--- config.mk ---
export PLATFORM = sky130hd
export DESIGN_NAME = dl_sequencer
export DESIGN_NICKNAME = d
export VERILOG_FILES = /design/src/rtl/zigzag_pkg.sv /design/src/rtl/reset_stretch.sv /design/src/rtl/dl_sequencer.sv
export SDC_FILE = /design/constraint.sdc
export NUM_CORES = 1
export LEC_CHECK = 0
export ABC_AREA = 1
export CORE_MARGIN = 2
export CORE_UTILIZATION = 50
export DETAILED_ROUTE_END_ITERATION = 10
export HOLD_SLACK_MARGIN = 0.12
export PLACE_DENSITY = 0.8
export SLEW_MARGIN = 0
export SYNTH_ARGS = -nofsm -noshare
export SYNTH_HDL_FRONTEND = slang
export SYNTH_SLANG_ARGS = --single-unit
--- constraint.sdc ---
create_clock -name clk_sys -period 2.81 [get_ports clk_sys]
set_clock_uncertainty 0.15 [all_clocks]
set_input_delay 0.562 -clock clk_sys [delete_from_list [all_inputs] [get_ports clk_sys]]
set_output_delay 0.562 -clock clk_sys [all_outputs]
set_load 0.05 [all_outputs]
--- src/rtl/zigzag_pkg.sv ---
// Shared definitions for the ROM download sequencer: state encoding,
// default region boundaries and the byte-count update rule.
package zigzag_pkg;

  typedef enum logic [1:0] {
    BOOT = 2'd0,
    LOAD = 2'd1,
    HOLD = 2'd2,
    RUN  = 2'd3
  } state_e;

  localparam logic [15:0] CPU_END_DEF  = 16'h4000;
  localparam logic [15:0] GFX_END_DEF  = 16'h5000;
  localparam logic [16:0] PROM_END_DEF = 17'h05020;
  localparam logic [16:0] COUNT_MAX    = 17'h1FFFF;

  // High-water mark of addr+1, clamped to the counter range.
  function automatic logic [16:0] next_count(input logic [16:0] cur,
                                             input logic [15:0] addr);
    logic [17:0] top;
    top = {2'b00, addr} + 18'd1;
    if (top > {1'b0, COUNT_MAX}) top = {1'b0, COUNT_MAX};
    return (top[16:0] > cur) ? top[16:0] : cur;
  endfunction

endpackage

--- src/rtl/reset_stretch.sv ---
// Counts HOLD cycles after a load or user reset; done is raised in the
// final cycle so the owner can leave HOLD on the following edge.
module reset_stretch #(
  parameter int HOLD = 16
) (
  input  logic clk_sys,
  input  logic reset_n,
  input  logic clear_i,
  input  logic en_i,
  output logic done_o
);

  localparam int W = (HOLD > 1) ? $clog2(HOLD) : 1;
  localparam logic [W-1:0] LAST = W'(HOLD - 1);

  logic [W-1:0] cnt_q, cnt_d;

  always_comb begin
    cnt_d = cnt_q;
    if (clear_i) cnt_d = '0;
    else if (en_i && (cnt_q != LAST)) cnt_d = cnt_q + 1'b1;
  end

  always_ff @(posedge clk_sys or negedge reset_n) begin
    if (!reset_n) cnt_q <= '0;
    else          cnt_q <= cnt_d;
  end

  assign done_o = en_i && !clear_i && (cnt_q == LAST);

endmodule

--- src/rtl/dl_sequencer.sv ---
// Routes HPS ROM download bytes to the CPU/graphics/PROM regions, tracks
// load completeness and holds the game core in reset until it is safe to run.
module dl_sequencer
  import zigzag_pkg::*;
#(
  parameter logic [15:0] CPU_END    = CPU_END_DEF,
  parameter logic [15:0] GFX_END    = GFX_END_DEF,
  parameter logic [16:0] PROM_END   = PROM_END_DEF,
  parameter int          RESET_HOLD = 16
) (
  input  logic        clk_sys,
  input  logic        reset_n,
  input  logic        ioctl_download,
  input  logic        ioctl_wr,
  input  logic [15:0] ioctl_addr,
  input  logic [7:0]  ioctl_dout,
  input  logic        user_reset,
  output logic [15:0] dn_addr,
  output logic [7:0]  dn_data,
  output logic        dn_wr_cpu,
  output logic        dn_wr_gfx,
  output logic        dn_wr_prom,
  output logic        core_reset,
  output logic        load_ok,
  output logic        load_short,
  output logic        load_over,
  output logic [16:0] byte_count
);

  state_e      state_q, state_d;
  logic        dl_q, user_q;
  logic [15:0] addr_q, addr_d;
  logic [7:0]  data_q, data_d;
  logic        cpu_q, cpu_d, gfx_q, gfx_d, prom_q, prom_d;
  logic        core_reset_q, core_reset_d;
  logic        ok_q, ok_d, short_q, short_d, over_q, over_d;
  logic [16:0] count_q, count_d;
  logic        rise, fall, accept, in_range;
  logic        hold_en, hold_clear, hold_done;

  assign rise     = ioctl_download && !dl_q;
  assign fall     = !ioctl_download && dl_q;
  assign in_range = {1'b0, ioctl_addr} < PROM_END;
  // The write that shares a cycle with the download falling edge still counts.
  assign accept   = (state_q == LOAD) && ioctl_wr && (ioctl_download || dl_q);

  // user_q stretches the clear by one cycle so HOLD always lasts RESET_HOLD
  // cycles after user_reset is released, matching the load case.
  assign hold_en    = (state_q == HOLD);
  assign hold_clear = !hold_en || user_reset || user_q;

  reset_stretch #(.HOLD(RESET_HOLD)) u_hold (
    .clk_sys (clk_sys),
    .reset_n (reset_n),
    .clear_i (hold_clear),
    .en_i    (hold_en),
    .done_o  (hold_done)
  );

  always_comb begin
    state_d = state_q;
    addr_d  = addr_q;
    data_d  = data_q;
    cpu_d   = 1'b0;
    gfx_d   = 1'b0;
    prom_d  = 1'b0;
    count_d = count_q;
    ok_d    = ok_q;
    short_d = short_q;
    over_d  = over_q;

    if (accept) begin
      addr_d  = ioctl_addr;
      data_d  = ioctl_dout;
      count_d = next_count(count_q, ioctl_addr);
      if (ioctl_addr < CPU_END)      cpu_d  = 1'b1;
      else if (ioctl_addr < GFX_END) gfx_d  = 1'b1;
      else if (in_range)             prom_d = 1'b1;
      else                           over_d = 1'b1;
    end

    case (state_q)
      BOOT: if (ioctl_download) state_d = LOAD;
      LOAD: begin
        if (fall) begin
          state_d = HOLD;
          short_d = (count_d < PROM_END);
          ok_d    = !(count_d < PROM_END) && !over_d;
        end
      end
      HOLD:    if (hold_done) state_d = RUN;
      RUN:     if (user_reset) state_d = HOLD;
      default: state_d = BOOT;
    endcase

    if (rise && (state_q != LOAD)) state_d = LOAD;

    if ((state_d == LOAD) && (state_q != LOAD)) begin
      count_d = '0;
      ok_d    = 1'b0;
      short_d = 1'b0;
      over_d  = 1'b0;
    end

    core_reset_d = (state_d != RUN);
  end

  always_ff @(posedge clk_sys or negedge reset_n) begin
    if (!reset_n) begin
      state_q      <= BOOT;
      dl_q         <= 1'b0;
      user_q       <= 1'b0;
      addr_q       <= '0;
      data_q       <= '0;
      cpu_q        <= 1'b0;
      gfx_q        <= 1'b0;
      prom_q       <= 1'b0;
      core_reset_q <= 1'b1;
      ok_q         <= 1'b0;
      short_q      <= 1'b0;
      over_q       <= 1'b0;
      count_q      <= '0;
    end else begin
      state_q      <= state_d;
      dl_q         <= ioctl_download;
      user_q       <= user_reset;
      addr_q       <= addr_d;
      data_q       <= data_d;
      cpu_q        <= cpu_d;
      gfx_q        <= gfx_d;
      prom_q       <= prom_d;
      core_reset_q <= core_reset_d;
      ok_q         <= ok_d;
      short_q      <= short_d;
      over_q       <= over_d;
      count_q      <= count_d;
    end
  end

  assign dn_addr    = addr_q;
  assign dn_data    = data_q;
  assign dn_wr_cpu  = cpu_q;
  assign dn_wr_gfx  = gfx_q;
  assign dn_wr_prom = prom_q;
  assign core_reset = core_reset_q;
  assign load_ok    = ok_q;
  assign load_short = short_q;
  assign load_over  = over_q;
  assign byte_count = count_q;

endmodule

==> results by group <==
Drt
  • Detail Route Antenna Nets: 0
  • Routed wire per std cell: roughly 17 um
  • # DRC: 0
  • DRT Pass-1 Iters: 5
  • Via density: 5.42
  • WL final: approximately 11000 um
  • Initial DRC count: approximately 300
  • Via count: 3662

Logic synthesis
  • Synthesized netlist cell count: ~430
  • Simple-gate share of the synthesized area: 29.2%
  • Post-synth cell types: 37
  • Largest family of logic cells by synthesized area: simple AND/OR/NAND/NOR gates
  • Syn avg cell area: approximately 7.6 sq um
  • Mapped Nets: 476
  • Synth Area in Adders: under 10%
  • Yosys warning total: 0
  • XOR/XNOR Fraction of Synth Area: 2.70%
  • Top post-synthesis cells by area: dfrtp_1 42%, nand2_1 16%, ha_1 7.7%, inv_1 6.9%, nor2_1 3.6%
  • Synth top area share: 42.4%
  • Synthesized area: between 3000 and 4000 sq um
  • Area leader, netlist: dfrtp_1
  • Share of the yosys chip area belonging to registers: between 40% and 50%
  • Flops & latches, synth: 56
  • Complex-gate fraction of the synthesized area: 8.51%
  • Post-synthesis mux area share: 0%

Worst setup path
  • CP max stage delay: 0.28 ns
  • Crit-path most repeated cell: nand2_2
  • Crit Path Max Fanout: 5
  • Critical path class: in2reg
  • Critical Path RT: 2.87 ns
  • Setup crit end kind: register
  • CP arrival: 3.46 ns
  • Slowest CP cell: nor3_4
  • Critical Path Start Type: input pin
  • Crit path cell chain: clkdlybuf4s15_2, nand2_4, nor3_4, nand4_1, nand2_2, inv_2, ha_4, nand2_2, nor2_4, and2_4, nand3b_1, nand3_4, buf_6, nand2_1, nand2_1, nand2_2, nand2_2, nor2_4, nand2_2, nand3_2, nand2_2, nand2_1

Flow run
  • Max-Cap Viols: 0

Final layout
  • N_diodes: 0
  • Final non-filler cell total: about 680
  • Most frequent cells in the layout: 119 x nand2_1, 87 x buf_4, 60 x clkdlybuf4s50_1, 55 x dfrtp_1, 54 x inv_1
  • Layout cells sized above 1: 33.1%
  • Layout area overhead: 61.9%
  • Final Cell Area: 5260 sq um
  • Commonest non-fill, non-tap cell in the layout: nand2_1
  • Final layout net count: 647
  • Fillers: 366

Placed design
  • HPWL after DPL: 6750 um
  • Routability cong.: 1.00
  • Pre-CTS WS: -1.21 ns
  • Placed insts: between 600 and 700
  • Post-DP Area: 4570 sq um
  • Port buffer count: 76

Run status
  • Failing checks: negative setup slack
  • Status: finished, violations left

Power and ir drop
  • Power Dens Cells: 1060 nW/um^2
  • Worst VDD drop: ~0.83 mV
  • Lkg Pwr: 2.64 nW

Floorplan
  • Core Area: 6310 sq um
  • DIE AREA: 7160 sq um
  • I/O Pins: 77
  • Die Height: about 85 um
  • Die Wd: ~85 um
  • # rows: 29
  • Initial core utilization: roughly half

Clocking
  • Clock slew at reported path FFs: 0.10 ns
  • CTS sink count: 56
  • CTS Buf Count: 5
  • Hold buffers post-CTS: 0
  • Root Driver: clkbuf_8
  • CTS tree: built
  • Worst skew pair latency: 0.32 ns
  • Maximum buffer depth of the clock tree: 2
  • H-tree levels: 2

Timing
  • Unrepaired setup endpoints after global routing: true
  • Count of final max-slew check failures: 0
  • Slew HR: a little over 50%
  • Post-route setup slack: -0.586 ns
  • Fmax: 294 MHz
  • # setup viols final: 19
  • Slew at the pin closest to its max-slew limit: slightly above 0.7 ns
  • Setup TNS: -4.86 ns
  • Hold slack: 0.212 ns
  • Final hold violations: 0
  • Crit share post-route: 121%
  • Clock period minus worst slack: between 3 and 4 ns

Global routing
  • Vias in the first global route: 3631
  • First-pass GRT wire length: around 17000 um
  • GR Overflow Total: 0
  • Global Route Usage Sum: 28.7%
  • Largest net degree at the start of global routing: 57
  • Initial antenna violation count: 0

Hold path
  • Hold Crit Class: in2async
flip-flops by register name (all words and copies together) (netlist names), 2 cells and up:
signal / cells
u_hold.cnt_q: 4
dn_addr: 16
state_q: 2
byte_count: 17
dn_data: 8
routing by layer:
layer | up-vias | track usage, % | share of wire (%)
li1 | 1681 | - | -
met1 | 1742 | 35.5 | 38
met2 | 175 | 51.7 | 51
met3 | 64 | 3.74 | 5.6
met4 | 0 | 9.24 | 5.2
met5 | - | 0 | 0
where the power goes:
part	internal, mW	switching (mW)	total (mW)
logic	1.35	2.38	3.72
clock network	0.201	0.280	0.481
registers	1.12	0.220	1.34
cell type report:
type | instances | area [sq um] | area share, %
Clock buffer | 7 | 86.3 | 1.64
Clock inverter | 1 | 7.51 | 0.143
Inverter | 62 | 233 | 4.43
Multi-Input combinational cell | 300 | 1930 | 36.7
Sequential cell | 56 | 1400 | 26.7
Tap cell | 77 | 96.3 | 1.83
Timing Repair Buffer | 173 | 1500 | 28.6
cells by family (layout without fill, tap and decap cells):
kind of cell	count (synthesis)	in the layout
compound gates	48	48
xor+xnor	10	10
fa+ha+maj	20	20
buf+inv	72	243
flops	56	56
simple gates	221	222
cell usage after synthesis (all sizes together):
cell,n
xor2,10
inv,62
and2,1
nor3,9
o21a,1
nand4,5
or2,1
nand3b,1
o311ai,1
a21oi,15
nand2,145
o22ai,3
nor2,36
nor4,1
o31ai,2
a31oi,2
a21o,1
nand3,22
clkbuf,6
o21ai,22
dfrtp,55
a21boi,1
ha,20
buf,4
dfstp,1
stage by stage:
step / util (%) / power (mW)
after CTS: 80.6 / 5.22
after global placement: 72.4 / 4.42
final: 83.3 / 5.55
after floorplan: - / 3.34
after global routing: 83.3 / 5.82
after detailed placement: 72.4 / 4.50
final timing paths:
path	start	end	slack [ns]	cells past startpoint
worst max-delay path	ioctl_addr[5]	load_ok	-0.59	22
worst min register to register	dn_data[3]	dn_data[3]	0.34	2
max in group asynchronous	reset_n	byte_count[16]	1.80	2
worst max register to register	byte_count[7]	load_ok	0.09	17
worst min-delay path	reset_n	dn_addr[7]	0.21	2
min in group clk_sys	dn_data[3]	dn_data[3]	0.34	2
critical path: cells and delay by family:
family / cells / cell delay, ns
and+or+nand+nor: 18 / 2.18
buffers and inverters: 3 / 0.44
adders and majority gates: 1 / 0.26
what timing repair did:
item,4_1_cts,5_1_grt
pin swaps,45,24
cloned,2,0
buffers inserted,24,7
setup endpoints to repair,19,19
gates resized for setup,110,32
Power figures use the tool's default switching activity.
